## config.mk

```make
export PLATFORM = sky130hd
export DESIGN_NAME = pipe_hazard_ctrl
export DESIGN_NICKNAME = d
export VERILOG_FILES = /design/src/rtl/pipe_ctrl_defs_pkg.sv /design/src/rtl/hazard_detect.sv /design/src/rtl/pipe_hazard_ctrl.sv
export SDC_FILE = /design/constraint.sdc
export NUM_CORES = 1
export LEC_CHECK = 0
export CAP_MARGIN = 20
export CORE_MARGIN = 2
export CORE_UTILIZATION = 31
export DETAILED_ROUTE_END_ITERATION = 10
export PLACE_DENSITY = 0.8
export SKIP_LAST_GASP = 1
export SYNTH_ARGS = -nofsm -noshare
export SYNTH_HDL_FRONTEND = slang
export SYNTH_SLANG_ARGS = --single-unit
```

## constraint.sdc

```tcl
create_clock -name Clk -period 2.43 [get_ports Clk]
set_input_delay 0.486 -clock Clk [delete_from_list [all_inputs] [get_ports Clk]]
set_output_delay 0.486 -clock Clk [all_outputs]
set_load 0.01 [all_outputs]
```

## src/rtl/pipe_ctrl_defs_pkg.sv

```systemverilog
// Shared encodings and control bundle for the pipeline hazard sequencer.
// Holds FSM state codes, the zero register and default timing limits.
package pipe_ctrl_defs_pkg;

  localparam logic [1:0] ST_DRAIN    = 2'd0;
  localparam logic [1:0] ST_RUN      = 2'd1;
  localparam logic [1:0] ST_MEM_WAIT = 2'd2;

  localparam logic [4:0] REG_ZERO = 5'd0;

  localparam int DEF_DRAIN_CYCLES = 4;
  localparam int DEF_MAX_WAIT     = 16;

  typedef struct packed {
    logic pcWrite;
    logic ifidWrite;
    logic idexWrite;
    logic exmemWrite;
    logic memwbWrite;
    logic ifidFlush;
    logic idexFlush;
    logic exmemFlush;
    logic memwbFlush;
  } pipe_ctrl_t;

  localparam pipe_ctrl_t CTRL_DRAIN  = 9'b0_0000_1111;
  localparam pipe_ctrl_t CTRL_RUN    = 9'b1_1111_0000;
  localparam pipe_ctrl_t CTRL_FREEZE = 9'b0_0001_0001;
  localparam pipe_ctrl_t CTRL_BRANCH = 9'b1_1111_1100;
  localparam pipe_ctrl_t CTRL_JUMP   = 9'b1_1111_1000;
  localparam pipe_ctrl_t CTRL_LDUSE  = 9'b0_0111_0100;

endpackage

```

## src/rtl/hazard_detect.sv

```systemverilog
// Combinational load-use compare between ID/EX load and IF/ID consumer.
// Register zero never produces a stall.
module hazard_detect
  import pipe_ctrl_defs_pkg::*;
(
  input  logic       idexMemRead,
  input  logic [4:0] idexRt,
  input  logic [4:0] ifidRs,
  input  logic [4:0] ifidRt,
  input  logic       ifidUsesRt,
  output logic       stall
);

  logic rsHit;
  logic rtHit;

  assign rsHit = (idexRt == ifidRs);
  assign rtHit = ifidUsesRt && (idexRt == ifidRt);

  assign stall = idexMemRead
              && (idexRt != REG_ZERO)
              && (rsHit || rtHit);

endmodule

```

## src/rtl/pipe_hazard_ctrl.sv

```systemverilog
// Pipeline register / PC sequencer: drain, stall, flush and memory freeze.
// Optional statistics counters enabled by HAZ_STATS_EN.
module pipe_hazard_ctrl
  import pipe_ctrl_defs_pkg::*;
#(
  parameter int DRAIN_CYCLES = DEF_DRAIN_CYCLES,
  parameter int MAX_WAIT     = DEF_MAX_WAIT,
  parameter int CNT_W        = 5
) (
  input  logic        Clk,
  input  logic        Reset,
  input  logic        inIDEXMemRead,
  input  logic [4:0]  inIDEXRt,
  input  logic [4:0]  inIFIDRs,
  input  logic [4:0]  inIFIDRt,
  input  logic        inIFIDUsesRt,
  input  logic        inBranchTaken,
  input  logic        inJump,
  input  logic        inMemReq,
  input  logic        inMemReady,
  output logic        outPCWrite,
  output logic        outIFIDWrite,
  output logic        outIDEXWrite,
  output logic        outEXMEMWrite,
  output logic        outMEMWBWrite,
  output logic        outIFIDFlush,
  output logic        outIDEXFlush,
  output logic        outEXMEMFlush,
  output logic        outMEMWBFlush,
  output logic        outMemTimeout,
  output logic [1:0]  outState,
  output logic [31:0] outStallCount,
  output logic [31:0] outFlushCount,
  output logic [31:0] outWaitCount
);

  logic [1:0]       state;
  logic [1:0]       nextState;
  logic [CNT_W-1:0] cnt;
  logic [CNT_W-1:0] nextCnt;
  logic [CNT_W-1:0] cntInc;
  logic             timeout;
  pipe_ctrl_t       ctrl;
  logic             loadUse;
  logic             drainNow;
  logic             memBusy;
  logic             selBr;
  logic             selJmp;
  logic             selLu;
  logic             isStall;
  logic             isFlush;
  logic             isFreeze;

  hazard_detect uDetect (
    .idexMemRead (inIDEXMemRead),
    .idexRt      (inIDEXRt),
    .ifidRs      (inIFIDRs),
    .ifidRt      (inIFIDRt),
    .ifidUsesRt  (inIFIDUsesRt),
    .stall       (loadUse)
  );

  // Unknown encodings fall back to the drain behaviour.
  assign drainNow = Reset
                 || ((state != ST_RUN) && (state != ST_MEM_WAIT));
  assign memBusy  = !inMemReady
                 && ((state == ST_MEM_WAIT) || inMemReq);
  assign cntInc   = (cnt == '1) ? cnt : cnt + CNT_W'(1);

  assign selBr  = inBranchTaken;
  assign selJmp = inJump && !inBranchTaken;
  assign selLu  = loadUse && !inJump && !inBranchTaken;

  always_comb begin
    ctrl      = CTRL_RUN;
    nextState = state;
    nextCnt   = cnt;
    isStall   = 1'b0;
    isFlush   = 1'b0;
    isFreeze  = 1'b0;
    if (drainNow) begin
      ctrl = CTRL_DRAIN;
      if (cnt >= CNT_W'(DRAIN_CYCLES - 1)) begin
        nextState = ST_RUN;
        nextCnt   = '0;
      end else begin
        nextState = ST_DRAIN;
        nextCnt   = cntInc;
      end
    end else if (memBusy) begin
      ctrl      = CTRL_FREEZE;
      isFreeze  = 1'b1;
      nextState = ST_MEM_WAIT;
      nextCnt   = (state == ST_RUN) ? CNT_W'(1) : cntInc;
    end else begin
      nextState = ST_RUN;
      nextCnt   = '0;
      unique case (1'b1)
        selBr: begin
          ctrl    = CTRL_BRANCH;
          isFlush = 1'b1;
        end
        selJmp: begin
          ctrl    = CTRL_JUMP;
          isFlush = 1'b1;
        end
        selLu: begin
          ctrl    = CTRL_LDUSE;
          isStall = 1'b1;
        end
        default: ctrl = CTRL_RUN;
      endcase
    end
  end

  always_ff @(posedge Clk) begin
    if (Reset) begin
      state   <= ST_DRAIN;
      cnt     <= '0;
      timeout <= 1'b0;
    end else begin
      state <= nextState;
      cnt   <= nextCnt;
      if (isFreeze && (nextCnt == CNT_W'(MAX_WAIT)))
        timeout <= 1'b1;
    end
  end

  assign outPCWrite    = ctrl.pcWrite;
  assign outIFIDWrite  = ctrl.ifidWrite;
  assign outIDEXWrite  = ctrl.idexWrite;
  assign outEXMEMWrite = ctrl.exmemWrite;
  assign outMEMWBWrite = ctrl.memwbWrite;
  assign outIFIDFlush  = ctrl.ifidFlush;
  assign outIDEXFlush  = ctrl.idexFlush;
  assign outEXMEMFlush = ctrl.exmemFlush;
  assign outMEMWBFlush = ctrl.memwbFlush;
  assign outMemTimeout = timeout;
  assign outState      = state;

`ifdef HAZ_STATS_EN
  logic [31:0] stallCnt;
  logic [31:0] flushCnt;
  logic [31:0] waitCnt;

  always_ff @(posedge Clk) begin
    if (Reset) begin
      stallCnt <= '0;
      flushCnt <= '0;
      waitCnt  <= '0;
    end else begin
      if (isStall && (stallCnt != '1))
        stallCnt <= stallCnt + 32'd1;
      if (isFlush && (flushCnt != '1))
        flushCnt <= flushCnt + 32'd1;
      if (isFreeze && (waitCnt != '1))
        waitCnt <= waitCnt + 32'd1;
    end
  end

  assign outStallCount = stallCnt;
  assign outFlushCount = flushCnt;
  assign outWaitCount  = waitCnt;
`else
  logic unusedStats;
  assign unusedStats   = &{1'b0, isStall, isFlush};
  assign outStallCount = '0;
  assign outFlushCount = '0;
  assign outWaitCount  = '0;
`endif

endmodule

```

==> flow_summary.yaml <==
synthesis:
  synth_top_area_share_pct: 53.6
  synth_ff_type: "dfxtp_1"
  synth_cells: 178
  syn_avg_cell_area_um2: 7.71
  synth.most_common_cell: "buf_4"
  synth_seq_cells: 8
  synthTopCellsByArea: "buf_4, dfxtp_1, xor2_1, ha_1, nor2_1"
  synthesis.area_um2: 1370
  synth-edff-count: 0
  synth_cell_types: 34
  yosys.area.top_type: "buf_4"
  synthArstFlopShare_pct: 0
  synth_top_cells_by_count: "buf_4, xor2_1, dfxtp_1, nor2_1, nand2_1"
  ys_warn_count: 0
  ys_seq_area_share_pct: 11.7
timing:
  slew_viol_final: 0
  finClkSkew_ps: 0.309
  tns_ps: 0
  finalSetupViolCount: 0
  holdWs_ps: 443
  fmax_ghz: 0.431
  postLayoutSetupSlackWorst_ps: 107
  rsz0062_at_grt: "no"
  period_share_pct: 95.6
  min_period_ps: 2320
  hold_viol_final: 0
routing:
  routed_wl_um: 2270
  post_drt_wl_per_cell_um: 8.33
  first_pass_iters: 3
  route.detailed.vias_per_inst: 3.61
  vias: 982
  drc: 0
  drtAntennaViolNets: 0
  initialDrtViolationCount: 11
setup_path:
  reg2reg_depth: 6
  slowest_stage: "clkdlybuf4s50_1"
  path_buf_inv: 2
  required_ps: 1940
  end_kind: "output pin"
  slowest_delay_ps: 410
  r2r_setup_slack_ps: 770
  worstPathMaxFanout: 2
  path_cells: "clkdlybuf4s50_1, xor2_1, nor4_1, a32oi_1, o31a_1, buf_2"
  r2r-start: "outState[0]"
  start_kind: "primary input"
  reg2reg_to: "cnt[2]"
  cpLargestDelayFamily: "buffers and inverters"
  worstSetupPathType: "primary input to output pin"
  arrival_ps: 1840
global_route:
  grt_pass1_wl_um: 3220
  grt_antenna_before_repair: 0
  grt_pass1_vias: 767
  overflow: 0
  grt_max_degree: 8
  grt.total_usage_pct: 8.18
flow_run:
  maxCapViolations: 0
power:
  ir_drop_v: 0.000177
  powerDensity_nw_per_um2: 487
  leakagePower_uw: 0.000810
cells_and_area:
  syn_to_final_growth_pct: 9.75
  antenna-diode-count: 0
  final_net_count: 248
  drive_gt1_share_pct: 10.5
  final_cells: 272
  postLayoutCellArea_um2: 1510
min_path:
  holdPathStages: 2
  hold_class: "register to register"
  whs_endpoint: "outMemTimeout"
  hold_start: "outMemTimeout"
floorplanning:
  core.rowCount: 24
  pin_count: 131
  die_x_um: 70.5
  dieArea_um2: 4980
  die_y_um: 70.5
  coreArea_um2: 4320
  initial_core_util_pct: 31.7
place:
  placed_area_um2: 1460
  io_buffers: 34
  placed_cells: 269
  globalplace.congestion: 0.720
  dp.final_hpwl_um: 2060
  place_ws_ps: -483
cts:
  htree_levels: 1
  cts_tree: "yes"
  path_clk_slew_ps: 40
  cts_buffer_depth: 2
  clockRootBuffer: "clkbuf_8"
  numCtsBuffers: 3
  cts_num_sinks: 8
  ctsHoldBuffers: 0
  clk_latency_ps: 230
outcome:
  status: "complete, no violations"
-- registers in the layout, indices dropped and copies added (netlist names) --
| signal | count |
|---|---|
| outMemTimeout | 1 |
| outState | 2 |
| cnt | 5 |
-- worst max-delay path by stage --
stage | start | to | slack [ps] | depth (start not counted)
2_1_floorplan | outState[0] | outPCWrite | 90 | 9
3_3_place_gp | inIDEXRt[0] | outIFIDWrite | -430 | 5
3_5_place_dp | inIDEXRt[3] | outIFIDWrite | -480 | 5
4_1_cts | inIDEXRt[0] | outIFIDWrite | -120 | 6
5_1_grt | inIFIDRt[4] | outPCWrite | 20 | 6
6_report | inIFIDRt[4] | outPCWrite | 110 | 6
-- metrics by stage --
step / util [%] / power, uW
global placement: 33.8 / 579
finish: 34.8 / 734
global route: 34.8 / 802
floorplan: - / 545
CTS: 34.7 / 747
detailed placement: 33.8 / 588
-- what timing repair did --
action	4_1_cts	5_1_grt
pin swaps	6	4
endpoints found under the hold margin	0	0
resized for setup	22	6
setup endpoints to repair	8	5
buffers inserted	0	0
-- tightest hold or removal path: cells and delay by family (launching register included) --
kind | cells | cell delay, ps
buf+inv | 1 | 50
flops | 1 | 300
compound gates | 1 | 50
-- cells by family after synthesis --
| kind of cell | count (synthesis) | synth area share (%) |
|---|---|---|
| adders and majority gates | 3 | 2.74 |
| and+or+nand+nor | 29 | 11.5 |
| other | 1 | 0.273 |
| DFF | 8 | 11.7 |
| muxes | 1 | 0.729 |
| AOI/OAI and AO/OA | 18 | 8.93 |
| buffers and inverters | 106 | 56.5 |
| xor gates and xnor gates | 12 | 7.66 |
-- power by group --
| part | switching, uW | leakage, uW | internal (uW) |
|---|---|---|---|
| clock network | 49.1 | 0.0000216 | 107 |
| logic | 216 | 0.000724 | 171 |
| registers | 33.7 | 0.0000650 | 157 |
| total | 299 | 0.000810 | 435 |
-- cell usage in the layout (no fill, tap or decap), types with 2 or more instances in the layout --
cell             netlist  routed
nor3_1                 5       5
o21ai_0                3       2
a31oi_1                2       2
nor2_1                 7       7
dfxtp_1                8       8
buf_4                 98      11
nand2_1                6       6
a21oi_1                4       4
dlymetal6s2s_1         0       4
xnor2_1                2       2
conb_1                 1      96
buf_2                  0       2
dlygate4sd2_1          0       8
inv_1                  5       5
clkbuf_8               0       3
nand4_1                2       2
clkdlybuf4s50_1        0      19
xor2_1                10      10
ha_1                   3       2
-- layer usage --
layer | global-route usage [%] | part of all wire (%) | routed length [um]
met5 | 0 | 0 | 0
met4 | 3.77 | 1.4 | 31
met3 | 1.85 | 12 | 275
met2 | 17.3 | 57 | 1290
met1 | 7.02 | 30 | 673
-- area by class of cell --
type                    instances  area (um^2)
fillers                       460         2820
multi-input cells             159          813
repair buffers                 45          408
flip-flops and latches          8          160
well taps                      52         65.1
clock buffers                   3         41.3
inverters                       5         18.8
No activity file was read; power rests on OpenSTA's default activity.
